## src/rtl/bcd_pkg.sv

```systemverilog
// Shared constants, state encoding and digit helpers for the BCD-to-binary converter.
package bcd_pkg;

    localparam int DIGIT_MAX   = 9;
    localparam int CORR_THRESH = 8;
    localparam int CORR_SUB    = 3;

    typedef enum logic [1:0] {
        IDLE  = 2'd0,
        SHIFT = 2'd1,
        DONE  = 2'd2,
        FAULT = 2'd3
    } state_t;

    function automatic logic digit_valid(input logic [3:0] nibble);
        return (nibble <= 4'(DIGIT_MAX));
    endfunction

endpackage

```

## src/rtl/bcd_digit_corr.sv

```systemverilog
// Reverse double-dabble correction for one BCD digit: subtract 3 when the digit is 8 or more.
module bcd_digit_corr
    import bcd_pkg::*;
(
    input  logic [3:0] din,
    output logic [3:0] dout
);

    // Per-digit correction, no borrow into neighbouring digits
    always_comb begin
        if (din >= 4'(CORR_THRESH)) begin
            dout = din - 4'(CORR_SUB);
        end else begin
            dout = din;
        end
    end

endmodule

```

## src/rtl/bcd_to_bin.sv

```systemverilog
// Sequential BCD-to-binary converter using reverse double-dabble, one shift per clock.
// A start pulse on en returns the binary value with a one-cycle rdy pulse BIN_W cycles later.
module bcd_to_bin
    import bcd_pkg::*;
#(
    parameter int DIGITS = 4,
    parameter int BIN_W  = 14
) (
    input  logic                  clk,
    input  logic                  rst_n,
    input  logic                  en,
    input  logic [4*DIGITS-1:0]   bcd_d_in,
    output logic [BIN_W-1:0]      bin_out,
    output logic                  rdy,
    output logic                  busy,
    output logic                  err
);

    localparam int BW = 4 * DIGITS;
    localparam int CW = $clog2(BIN_W + 1);

    state_t            state_r, state_s;
    logic [BW-1:0]     bcd_r, bcd_s;
    logic [BIN_W-1:0]  bin_r, bin_s;
    logic [CW-1:0]     cnt_r, cnt_s;
    logic [BIN_W-1:0]  bin_out_r, bin_out_s;
    logic              err_r, err_s;
    logic              rdy_r, rdy_s;
    logic              busy_r, busy_s;

    logic [BW+BIN_W-1:0] cat_s;
    logic [BW-1:0]       bcd_shift_s;
    logic [BW-1:0]       bcd_corr_s;
    logic [BIN_W-1:0]    bin_shift_s;
    logic                bad_s;
    logic                accept_s;
    logic                last_s;

    // Joint right shift: the BCD LSB falls into the binary MSB
    always_comb begin
        cat_s       = {bcd_r, bin_r} >> 1;
        bcd_shift_s = cat_s[BW+BIN_W-1:BIN_W];
        bin_shift_s = cat_s[BIN_W-1:0];
    end

    genvar g;
    generate
        for (g = 0; g < DIGITS; g++) begin : g_corr
            bcd_digit_corr u_corr (
                .din  (bcd_shift_s[4*g +: 4]),
                .dout (bcd_corr_s[4*g +: 4])
            );
        end
    endgenerate

    // Flag any input digit above 9
    always_comb begin
        bad_s = 1'b0;
        for (int i = 0; i < DIGITS; i++) begin
            if (!digit_valid(bcd_d_in[4*i +: 4])) begin
                bad_s = 1'b1;
            end else begin
                bad_s = bad_s;
            end
        end
    end

    assign accept_s = en && ((state_r == IDLE) || (state_r == DONE));
    assign last_s   = (cnt_r == CW'(BIN_W - 1));

    // State register
    always_ff @(posedge clk or negedge rst_n) begin
        if (!rst_n) begin
            state_r <= IDLE;
        end else begin
            state_r <= state_s;
        end
    end

    // Next-state logic
    always_comb begin
        state_s = state_r;
        case (state_r)
            IDLE, DONE: begin
                if (accept_s) begin
                    state_s = bad_s ? FAULT : SHIFT;
                end else begin
                    state_s = IDLE;
                end
            end
            SHIFT: begin
                if (last_s) begin
                    state_s = DONE;
                end else begin
                    state_s = SHIFT;
                end
            end
            FAULT:   state_s = IDLE;
            default: state_s = IDLE;
        endcase
    end

    // Datapath and output next values; results are loaded only on completion
    always_comb begin
        bcd_s     = bcd_r;
        bin_s     = bin_r;
        cnt_s     = cnt_r;
        bin_out_s = bin_out_r;
        err_s     = err_r;
        rdy_s     = 1'b0;
        busy_s    = 1'b0;
        case (state_r)
            IDLE, DONE: begin
                if (accept_s) begin
                    bcd_s  = bcd_d_in;
                    bin_s  = '0;
                    cnt_s  = '0;
                    busy_s = !bad_s;
                end else begin
                    busy_s = 1'b0;
                end
            end
            SHIFT: begin
                bcd_s = bcd_corr_s;
                bin_s = bin_shift_s;
                cnt_s = cnt_r + CW'(1);
                if (last_s) begin
                    bin_out_s = bin_shift_s;
                    err_s     = 1'b0;
                    rdy_s     = 1'b1;
                    busy_s    = 1'b0;
                end else begin
                    busy_s    = 1'b1;
                end
            end
            FAULT: begin
                bin_out_s = '0;
                err_s     = 1'b1;
                rdy_s     = 1'b1;
            end
            default: begin
                rdy_s = 1'b0;
            end
        endcase
    end

    // Working and output registers
    always_ff @(posedge clk or negedge rst_n) begin
        if (!rst_n) begin
            bcd_r     <= '0;
            bin_r     <= '0;
            cnt_r     <= '0;
            bin_out_r <= '0;
            err_r     <= 1'b0;
            rdy_r     <= 1'b0;
            busy_r    <= 1'b0;
        end else begin
            bcd_r     <= bcd_s;
            bin_r     <= bin_s;
            cnt_r     <= cnt_s;
            bin_out_r <= bin_out_s;
            err_r     <= err_s;
            rdy_r     <= rdy_s;
            busy_r    <= busy_s;
        end
    end

    assign bin_out = bin_out_r;
    assign err     = err_r;
    assign rdy     = rdy_r;
    assign busy    = busy_r;

endmodule

```

## config.mk

```make
export PLATFORM = sky130hd
export DESIGN_NAME = bcd_to_bin
export DESIGN_NICKNAME = d
export VERILOG_FILES = /design/src/rtl/bcd_pkg.sv /design/src/rtl/bcd_digit_corr.sv /design/src/rtl/bcd_to_bin.sv
export SDC_FILE = /design/constraint.sdc
export NUM_CORES = 1
export LEC_CHECK = 0
export ABC_AREA = 1
export BUFFER_PORTS_ARGS = -buffer_cell sky130_fd_sc_hd__clkbuf_2
export CAP_MARGIN = 5
export CORE_ASPECT_RATIO = 1.25
export CORE_MARGIN = 10
export CORE_UTILIZATION = 54
export CTS_CLUSTER_SIZE = 10
export DETAILED_ROUTE_END_ITERATION = 10
export GPL_ROUTABILITY_DRIVEN = 0
export PLACE_DENSITY = 0.86
export SYNTH_ARGS = -nofsm -noshare
export SYNTH_HDL_FRONTEND = slang
export SYNTH_SLANG_ARGS = --single-unit
```

## constraint.sdc

```tcl
create_clock -name clk -period 1.65 [get_ports clk]
set_input_delay 0.0825 -clock clk [delete_from_list [all_inputs] [get_ports clk]]
set_output_delay 0.0825 -clock clk [all_outputs]
set_load 0.01 [all_outputs]
```

**Word-level counts from Yosys, hierarchy flattened**

Index checks and enable logic that the tools add are counted.

- Register bits: 53
- Input bits: 19
- Logic and storage cells: 63

- $add $sub $neg: 5
- Order comparisons: 8
- Eq/ne operators: 6
- Multiplexer cells: 27
- Reduce and logical (&&, ||, !) cells: 9

Operator list:

| kind | count |
|---|---|
| $pmux 14 s2 | 2 |
| $pmux 16 s2 | 1 |
| $mux 14 | 2 |
| $mux 4 | 5 |
| $le 4x4->1 const B | 4 |
| $mux 16 | 1 |
| $ge 4x4->1 const B | 3 |
| $sub 4x2->4 const B | 3 |
| $mux 1 | 8 |
| $pmux 4 s2 | 1 |
| $mux 2 | 3 |
| $pmux 1 s2 | 3 |
| $pmux 2 s3 | 1 |
| $add 4x1->4 const B | 1 |
| $eq 2x2->1 const B | 2 |
| $eq 4x4->1 const B | 1 |
| $ge 3x4->1 const B | 1 |
| $ne 2x2->1 const B | 2 |
| $reduce_and 2->1 | 2 |
| $reduce_bool 2->1 | 2 |
| $sub 3x2->4 const B | 1 |
| $eq 2x1->1 const B | 1 |
| $logic_not 2->1 | 1 |
| $reduce_or 2->1 | 1 |
| 3 further kinds | 3 |

**Longest topological paths before layout**

Gate-level depths: netlist of run 1.

- Word-level depth: 8
- Depth in mapped cells: 8

**By module**

A second synthesis of run 1 with hierarchy kept.

- Cells, all modules: 291
- Area, all modules: 2496.1 sq um

By module, submodules not included:

| module | instances | cells each | area each (sq um) | sequential area each (sq um) |
|---|---|---|---|---|
| bcd_to_bin | 1 | 227 | 2140.8 | 1301.2 |
| bcd_digit_corr | 4 | 16 | 88.8 | 0.0 |

**Worst setup path before layout of run 1**

Ideal clock, no wire load.

- Kind: reg-to-reg
- Start: register cnt_r[1]
- End: register err_r (netlist: err)
- Setup time: 0.127 ns
- Arrival: 1.138 ns
- Path slack: 0.385 ns
- Cell stages (with the launch flop): 9
- Path through: dfrtp_1 -> inv_1 -> ha_1 -> nand3_1 -> nand2_1 -> nand2_1 -> buf_4 -> nand2_1 -> o21ai_0

- Word-level cells in the longest chain between the ends: 3

RTL lines:

| element | RTL line | source |
|---|---|---|
| start, declared | bcd_to_bin.sv:25 | `logic [CW-1:0] cnt_r, cnt_s;` |
| start signal, assigned | bcd_to_bin.sv:160 | `cnt_r <= cnt_s;` |
| $eq 4x4->1 | bcd_to_bin.sv:69 | `assign last_s = (cnt_r == CW'(BIN_W - 1));` |
| $ne 2x2->1 (no line) | - |  |
| $reduce_and 2->1 (no line) | - |  |
| end signal, assigned | bcd_to_bin.sv:162 | `err_r <= err_s;` |
| end, declared | bcd_to_bin.sv:27 | `logic err_r, err_s;` |

Every way passes these cells.
A chain may end at the register's enable or synchronous reset.

**Final worst setup path of run 1**

- Start: register cnt_r[1]
- End: register bin_out_r[3] (netlist: bin_out[3])

- Word-level cells in the longest chain between the ends: 3

RTL lines:

| element | RTL line | source |
|---|---|---|
| $eq 4x4->1 | bcd_to_bin.sv:69 |  |
| $ne 2x2->1 (no line) | - |  |
| $reduce_and 2->1 (no line) | - |  |
| end signal, assigned | bcd_to_bin.sv:161 | `bin_out_r <= bin_out_s;` |
| end, declared | bcd_to_bin.sv:26 | `logic [BIN_W-1:0] bin_out_r, bin_out_s;` |

Every way passes these cells.

==> out/summary.txt, run 1 <==
Pwr Density - 1720 mW/mm²
fin crit period - 1380 ps
Vias - 1,923
clk_skew - 7.09 ps
clk sinks - 52
Fin Setup TNS - 0 ps
storage element area - 0.00130 mm²
Filler cells - 373
Mapped Nets - 288
max cap viols - 0
vias per inst - 5.34
fin crit share - 0.838
initial antenna violation count - 0
Critical Path End Type - flop
die height - 94.3 µm
leakage - 1.40 nW
I/O Buffers - 35
post-route ant nets - 0
Top Ports - 36
crit-path cells - inv_1 > ha_1 > nand3_1 > or2_4 > o21ai_0
WL per Instance - 13.9 µm
Max-slew headroom - 0.560
die area - 0.00749 mm²
Initial Utilization - 0.552
synth top area cells - dfrtp_1 55%, nand2_1 8.2%, inv_1 5.8%
Tot GR Track Use - 0.142
Post-synth ARST share - 1.00
GR Overflow Total - 0
WP buf/inv - 1
clock transition at the registers of the reported paths - 90 ps
final setup fails - 0
core area - 0.00432 mm²
post-synthesis sequential area ratio - 0.545
drt pass-1 iters - 4
CP Class - flop to flop
share of cells above drive strength 1 - 0.212
1st-iter DRT viols - 191
Root Driver - clkbuf_8
Die X - 79.5 µm
Cell Area, Synth - 0.00239 mm²
DRC viols - 0
final net count - 328
area leader, netlist - dfrtp_1
CP max stage delay - 410 ps
CP Max Fanout - 15
multi-input combinational cell area - 882 µm²
RSZ-0062 raised after global routing - false
Max H-tree Level - 2
final hold violations - 0
Ys Warns - 0
Worst Tran Pin Value - 660 ps
clk_lat worst skew - 310 ps
Post-synth EDFFs - 0
TritonCTS clock tree - built
Total Wirelength - 4990 µm
total power - 0.00469 W
Max IR drop VDD - 0.935 mV
startpoint types - flop
WP data required - 1870 ps
commonest register cell after synthesis - dfrtp_1
row count - 27
Post-Synthesis Cells - 261
DP Wirelength - 3550 µm
CTS Buffer Depth - 2
CP top delay family - simple AND/OR/NAND/NOR gates
#FFs+latches synth - 52
FMAX - 724 MHz
largest net degree at the start of global routing - 53
critical path's slowest cell - dfrtp_1
vias in the first global route - 2,006
outcome - complete, no violations
Post-synth top cells - 52 x dfrtp_1, 52 x nand2_1, 37 x inv_1
Layout area overhead - 14.6%
Synth cell types - 22
Ant. Diodes - 0
CTS buffer count - 5
Final Slew Violations - 0
setup repair bufs after CTS - 0
post-synth top area share - 0.545
HP Class - input port to flop
crit path DAT - 1600 ps
Post-Syn Area per Cell - 9.14 µm²
first-pass GRT wire length - 8850 µm
==> cell type report <==
cell class              count  area share
inverters                  39      0.0535
clock buffers               6      0.0302
multi-input cells         161       0.323
repair buffers             42      0.0860
flip-flops and latches     52       0.476
well taps                  58      0.0265
clock inverters             2     0.00549
==> cell usage in the layout (no fill, tap or decap) <==
master         Yosys  routed
clkbuf_8           0       6
nor2_4             1       1
a22oi_1            3       3
o211ai_1           7       7
dlygate4sd3_1      0       3
inv_2              2       2
a21oi_1            2       2
nand2_2            3       4
clkbuf_2           0      35
ha_1               8       8
nand3_1           15      15
o22ai_1           17      17
o21ai_0           16      16
nor2_1            22      22
or2_4              1       1
dfrtp_1           52      52
nand2_1           52      51
nand3b_1           3       3
o21ai_2            9       9
inv_1             37      37
clkinvlp_4         0       2
nor3b_1            1       1
buf_4              3       4
a21boi_0           1       1
==> tightest hold or removal path, delay by kind of cell <==
| family | cells | cell delay (ps) |
|---|---|---|
| buffers and inverters | 1 | 80 |
| AND/OR/NAND/NOR | 1 | 50 |
| AO/OA/AOI/OAI | 1 | 60 |
==> metrics by stage <==
step / instance area (µm²) / setup slack (ps) / utilization / hold WS (ps) / std cells
floorplan: 2390 / 385 / - / -213 / 261
global placement: 2610 / 219 / 0.602 / 227 / 349
detailed placement: 2610 / 123 / 0.602 / 237 / 349
CTS: 2730 / 112 / 0.632 / 0.476 / 360
global route: 2740 / 111 / 0.633 / 13.0 / 360
finish: 2740 / 268 / 0.633 / 7.90 / 360
==> kinds of logic (layout without fill, tap and decap cells) <==
family          count (synthesis)  in the layout  share of synthesized area
fa+ha+maj                       8              8                     0.0420
compound gates                 55             55                      0.150
flops                          52             52                      0.545
simple gates                   98             98                      0.177
buf+inv                        48             89                     0.0860
==> where the power goes <==
group	internal (W)	switching, W	leakage (nW)
Sequential	0.00173	0.000274	0.675
Combinational	0.000703	0.00123	0.679
Clock	0.000340	0.000420	0.0434
Total	0.00277	0.00192	1.40
==> per-layer routing <==
layer	share of wire	global-route usage	vias up
li1	-	-	929
met1	0.42	0.162	923
met2	0.48	0.241	63
met3	0.077	0.0508	8
met4	0.016	0.0494	0
met5	0	0	-
==> flip-flops by register name (all words and copies together) (netlist names) <==
register,flops
err,1
bcd_r,16
rdy,1
bin_out,14
bin_r,13
state_r,2
busy,1
cnt_r,4
==> what timing repair did <==
action / in CTS / in global routing
hold buffers: 3 / 0
setup endpoints to repair: 0 / 15
gates resized for setup: 0 / 1
hold endpoints to repair: 54 / 0
==> final timing paths <==
kind                               endpoint  cells after the start   startpoint  slack, ps
worst max-delay path             bin_out[3]                      5     cnt_r[1]        270
worst min-delay path               bcd_r[4]                      3  bcd_d_in[4]          8
worst max register to register   bin_out[3]                      5     cnt_r[1]        270
worst min register to register   bin_out[6]                      2   bin_out[6]        490
max in group asynchronous              busy                      3        rst_n        760
min in group asynchronous       bin_out[11]                      3        rst_n        440
No activity file was read; power rests on OpenSTA's default activity.
==> run 2: changes to the inputs <==
--- a/config.mk
+++ b/config.mk
@@ -10,11 +10,11 @@
 export CAP_MARGIN = 5
 export CORE_ASPECT_RATIO = 1.25
 export CORE_MARGIN = 10
-export CORE_UTILIZATION = 54
+export CORE_UTILIZATION = 50
 export CTS_CLUSTER_SIZE = 10
 export DETAILED_ROUTE_END_ITERATION = 10
 export GPL_ROUTABILITY_DRIVEN = 0
-export PLACE_DENSITY = 0.86
+export PLACE_DENSITY = 0.84
 export SYNTH_ARGS = -nofsm -noshare
 export SYNTH_HDL_FRONTEND = slang
 export SYNTH_SLANG_ARGS = --single-unit
==> constraint.sdc (replaced) <==
create_clock -name clk -period 1.1 [get_ports clk]
set_input_delay 0.055 -clock clk [delete_from_list [all_inputs] [get_ports clk]]
set_output_delay 0.055 -clock clk [all_outputs]
set_load 0.01 [all_outputs]
==> run 2 against run 1 <==
  * The run now ends with setup timing left
  * Core utilization is 12 points higher
  * Worst setup slack got worse by 430 ps
  * Largest power group is now combinational cells
  * Worst hold slack gained 0.72 ps
  * Cell area rose by 29%
  * Cell count rose by 13%
==> out/summary.txt, run 2 (same netlist as run 1, synthesis figures left out) <==
CTS buffer count - 5
Max H-tree Level - 2
Tot GR Track Use - 0.164
failing checks - setup timing
Final Slew Violations - 0
multi-input combinational cell area - 0.00121 mm²
WL per Instance - 17.1 µm
fin crit share - 1.14
most common cell after layout, fill and taps aside - dfrtp_1
clk_lat worst skew - 310 ps
startpoint types - flop
TritonCTS clock tree - built
DP Wirelength - 3940 µm
Final Non-Filler Cells - 405
power share of the combinational group - 0.563
Pwr Density - 2820 mW/mm²
WP data required - 1300 ps
Switch Pwr - 0.00406 W
DP Area - 0.00282 mm²
Pint - 0.00587 W
met1 global-route usage - 0.189
met2 Usage GRT - 0.288
Most Used Layer, Global Route - met2
Flop pwr share - 0.306
GR Overflow Total - 0
Ant. Diodes - 0
CTS Buffer Depth - 2
HP Class - input port to flop
1st-iter DRT viols - 108
die area - 0.00795 mm²
Total Wirelength - 6940 µm
final net count - 371
I/O Buffers - 35
Critical Path End Type - flop
Clock power frac - 0.131
met3 Usage GRT - 0.0352
fin area - 0.00352 mm²
Die X - 81.8 µm
CP Max Fanout - 6
clk sinks - 52
largest net degree at the start of global routing - 53
clk_skew - 5.95 ps
Layout area overhead - 47.7%
core area - 0.00469 mm²
Vias - 2,210
dpl cells - 372
share of cells above drive strength 1 - 0.443
switching share of power - 0.409
final hold violations - 0
first-pass GRT wire length - 10,600 µm
RSZ-0062 raised after global routing - true
most frequent cells in the layout - 52 x dfrtp_1, 42 x nand2_1, 35 x clkbuf_2
Root Driver - clkbuf_8
crit path DAT - 1460 ps
Initial Utilization - 0.508
DRC viols - 0
flip-flop count of the largest register after layout - 16
Max-slew headroom - 0.805
post-route ant nets - 0
Worst Slack Setup Final - -158 ps
leakage - 1.70 nW
total power - 0.00993 W
fin crit period - 1260 ps
Max IR drop VDD - 1.62 mV
drt pass-1 iters - 5
max cap viols - 0
vias per inst - 5.46
CP Class - flop to flop
Most flops, register - bcd_r
final setup fails - 51
storage element area - 0.00130 mm²
hold slack - 8.62 ps
Filler cells - 315
Top Ports - 36
vias in the first global route - 2,284
clock transition at the registers of the reported paths - 90 ps
row count - 28
Worst Tran Pin Value - 292 ps
initial antenna violation count - 0
FMAX - 795 MHz
die height - 97.2 µm
outcome - complete, but fails checks
-- run 2: metrics by stage --
stage	TNS (ps)	setup slack, ps	utilization
after floorplan	-1550	-131	-
after global placement	-2530	-121	0.601
after detailed placement	-4050	-219	0.601
after CTS	-3600	-132	0.696
after global routing	-7290	-215	0.751
final	-4740	-158	0.751
-- run 2: power by group through the flow --
| stage | Clock, W | Sequential [W] | Combinational [W] |
|---|---|---|---|
| 2_1_floorplan | 0 | 0.00298 | 0.00220 |
| 3_3_place_gp | 0 | 0.00298 | 0.00343 |
| 3_5_place_dp | 0 | 0.00301 | 0.00359 |
| 4_1_cts | 0.00130 | 0.00301 | 0.00463 |
| 6_report | 0.00130 | 0.00304 | 0.00560 |
| 5_1_grt | 0.00139 | 0.00312 | 0.00605 |
-- run 2: path summary, 6_finish.rpt --
kind | slack, ps | cells past startpoint | to | startpoint
worst max-delay path | -160 | 7 | bcd_r[3] | state_r[0]
worst min-delay path | 9 | 3 | bcd_r[2] | bcd_d_in[2]
worst max register to register | -160 | 7 | bcd_r[3] | state_r[0]
worst min register to register | 490 | 2 | bin_out[9] | bin_out[9]
max in group asynchronous | 580 | 3 | bin_out[8] | rst_n
min in group asynchronous | 260 | 3 | rdy | rst_n
-- run 2: critical path: stages (launching register included) --
cell and delay (ps):
dfrtp_1 410, buf_6 130, buf_6 110, nand2_8 80
nand2_8 80, buf_6 140, o22ai_1 130, nor2_1 60
-- run 2: what timing repair did --
item	CTS	global route
endpoints found under the hold margin	58	0
gates cloned	4	2
hold buffers	7	0
pin swaps	16	21
setup buffers	9	6
setup endpoints to repair	46	52
resized for setup	39	55
-- run 2: final cells by class --
class / count / area share
Clock inverter: 2 / 0.00994
Tap cell: 60 / 0.0213
Timing Repair Buffer: 83 / 0.194
Multi-Input combinational cell: 163 / 0.343
Sequential cell: 52 / 0.369
Clock buffer: 6 / 0.0206
Inverter: 39 / 0.0422
-- run 2: layer usage --
metal,part of all wire,vias to the layer above,wire length (µm)
met5,0,-,0
met4,0.027,0,186
met3,0.063,19,436
met1,0.37,1103,2530
li1,-,1011,-
met2,0.54,77,3780
==> run 3: changes to the inputs <==
--- a/config.mk
+++ b/config.mk
@@ -15,6 +15,7 @@
 export DETAILED_ROUTE_END_ITERATION = 10
 export GPL_ROUTABILITY_DRIVEN = 0
 export PLACE_DENSITY = 0.84
+export SETUP_SLACK_MARGIN = 0.02
 export SYNTH_ARGS = -nofsm -noshare
 export SYNTH_HDL_FRONTEND = slang
 export SYNTH_SLANG_ARGS = --single-unit
==> run 3 against run 2 <==
  * Non-clock buffer count down 3
  * Highest routed layer unchanged
  * Critical path depth fell by 1
  * Flip-flop and latch count stayed put
  * Critical path type unchanged
  * Worst hold slack got worse by 0.84 ps
  * Worst setup slack lost 6.2 ps
  * Combinational power up 12%
  * Clock skew rose by 4.8 ps
  * Core utilization is 2.5 points higher
  * First-iteration DRC count rose by 24%
  * The run still ends with setup timing left
  * Sequential share of layout area is 1.2 points lower
  * Largest cell class is now multi-input gates
==> out/summary.txt, run 3 (same netlist as run 1, synthesis figures left out) <==
drt pass-1 iters - 4
Max IR drop VDD - 1.64 mV
Final Slew Violations - 0
final setup fails - 49
CTS Buffer Depth - 2
row count - 28
largest net degree at the start of global routing - 53
Critical R2R Launch - state_r[0]
Worst Tran Pin Value - 279 ps
Max H-tree Level - 2
Pwr Density - 2930 mW/mm²
flip-flop count of the largest register after layout - 16
WL per Instance - 19.5 µm
most common cell after layout, fill and taps aside - dfrtp_1
Most flops, register - bcd_r
worst reg2reg setup slack - -160 ps
Vias - 2,227
core area - 0.00469 mm²
DP Wirelength - 3960 µm
CTS buffer count - 5
clk_lat worst skew - 320 ps
I/O Buffers - 35
multi-input combinational cell area - 0.00133 mm²
outcome - complete, but fails checks
storage element area - 0.00130 mm²
leakage - 1.76 nW
hold slack - 7.78 ps
Top Ports - 36
die area - 0.00795 mm²
CP Class - flop to flop
GR Overflow Total - 0
max cap viols - 0
initial antenna violation count - 0
fin area - 0.00364 mm²
clk sinks - 52
1st-iter DRT viols - 134
Total Wirelength - 7850 µm
FF-to-FF End - bcd_r[3]
startpoint types - flop
Worst Slack Setup Final - -164 ps
Critical Path End Type - flop
CP Max Fanout - 4
clock transition at the registers of the reported paths - 100 ps
clk_skew - 10.8 ps
Initial Utilization - 0.508
RSZ-0062 raised after global routing - true
WP data required - 1320 ps
FMAX - 791 MHz
die height - 97.2 µm
final hold violations - 0
TritonCTS clock tree - built
most frequent cells in the layout - 52 x dfrtp_1, 40 x nand2_1, 35 x clkbuf_2
hold endpoint - bcd_r[6]
failing checks - setup timing
final net count - 368
Root Driver - clkbuf_8
vias per inst - 5.54
Filler cells - 284
first-pass GRT wire length - 10,900 µm
FF-to-FF path depth - 6
crit path DAT - 1480 ps
HP Class - input port to flop
DRC viols - 0
fin crit period - 1260 ps
share of cells above drive strength 1 - 0.497
Max-slew headroom - 0.813
hold-critical path depth - 3
Util after Layout - 0.775
fin crit share - 1.15
Die X - 81.8 µm
Tot GR Track Use - 0.172
Ant. Diodes - 0
vias in the first global route - 2,351
DP Area - 0.00282 mm²
post-route ant nets - 0
hold_sp - bcd_d_in[6]
Layout area overhead - 52.5%
[run 3: final cells by class]
cell class / count / area share
multi-input cells: 163 / 0.365
flip-flops and latches: 52 / 0.358
repair buffers: 80 / 0.183
inverters: 39 / 0.0443
well taps: 60 / 0.0206
clock buffers: 6 / 0.0199
clock inverters: 2 / 0.00963
[run 3: stage by stage]
| stage | instances | TNS [ps] | power (W) | setup slack, ps |
|---|---|---|---|---|
| final | 402 | -4180 | 0.0107 | -164 |
| after global routing | 402 | -6930 | 0.0112 | -219 |
| after CTS | 396 | -1910 | 0.00868 | -132 |
| after detailed placement | 372 | -3860 | 0.00660 | -222 |
| after global placement | 372 | -2530 | 0.00641 | -121 |
| after floorplan | 261 | -1550 | 0.00519 | -131 |
[run 3: worst max path at each step]
| stage | start | end | cells after the start |
|---|---|---|---|
| after floorplan | cnt_r[1] | bin_out[10] | 6 |
| after global placement | cnt_r[1] | bin_out[0] | 7 |
| after detailed placement | cnt_r[1] | bin_out[0] | 5 |
| after CTS | cnt_r[1] | bin_out[10] | 5 |
| after global routing | cnt_r[1] | err | 7 |
| final | state_r[0] | bcd_r[3] | 6 |
[run 3: power by group]
part / switching [W] / internal, W / leakage, nW / total, W
Combinational: 0.00345 / 0.00281 / 1.03 / 0.00626
Clock: 0.000641 / 0.000676 / 0.0552 / 0.00132
Sequential: 0.000508 / 0.00259 / 0.675 / 0.00310
[run 3: routing by layer]
layer | global-route usage | vias up | part of all wire
li1 | - | 1010 | -
met1 | 0.182 | 1089 | 0.33
met2 | 0.307 | 94 | 0.56
met3 | 0.0444 | 34 | 0.067
met4 | 0.0669 | 0 | 0.042
met5 | 0 | - | 0
[run 3: timing repair]
item                                    CTS  global route
pin swaps                                18            16
hold buffers                              8             0
cloned                                    4             3
setup buffers                             4             5
hold endpoints to repair                 59             0
gates resized for setup                  43            80
endpoints found under the setup margin   50            52
[run 3: worst max-delay path, stage by stage, from the launching register on]
cell	delay, ps
dfrtp_1	400
inv_2	80
nor2_4	240
clkbuf_16	220
o21ai_2	50
nor2_1	110
nor2_1	60
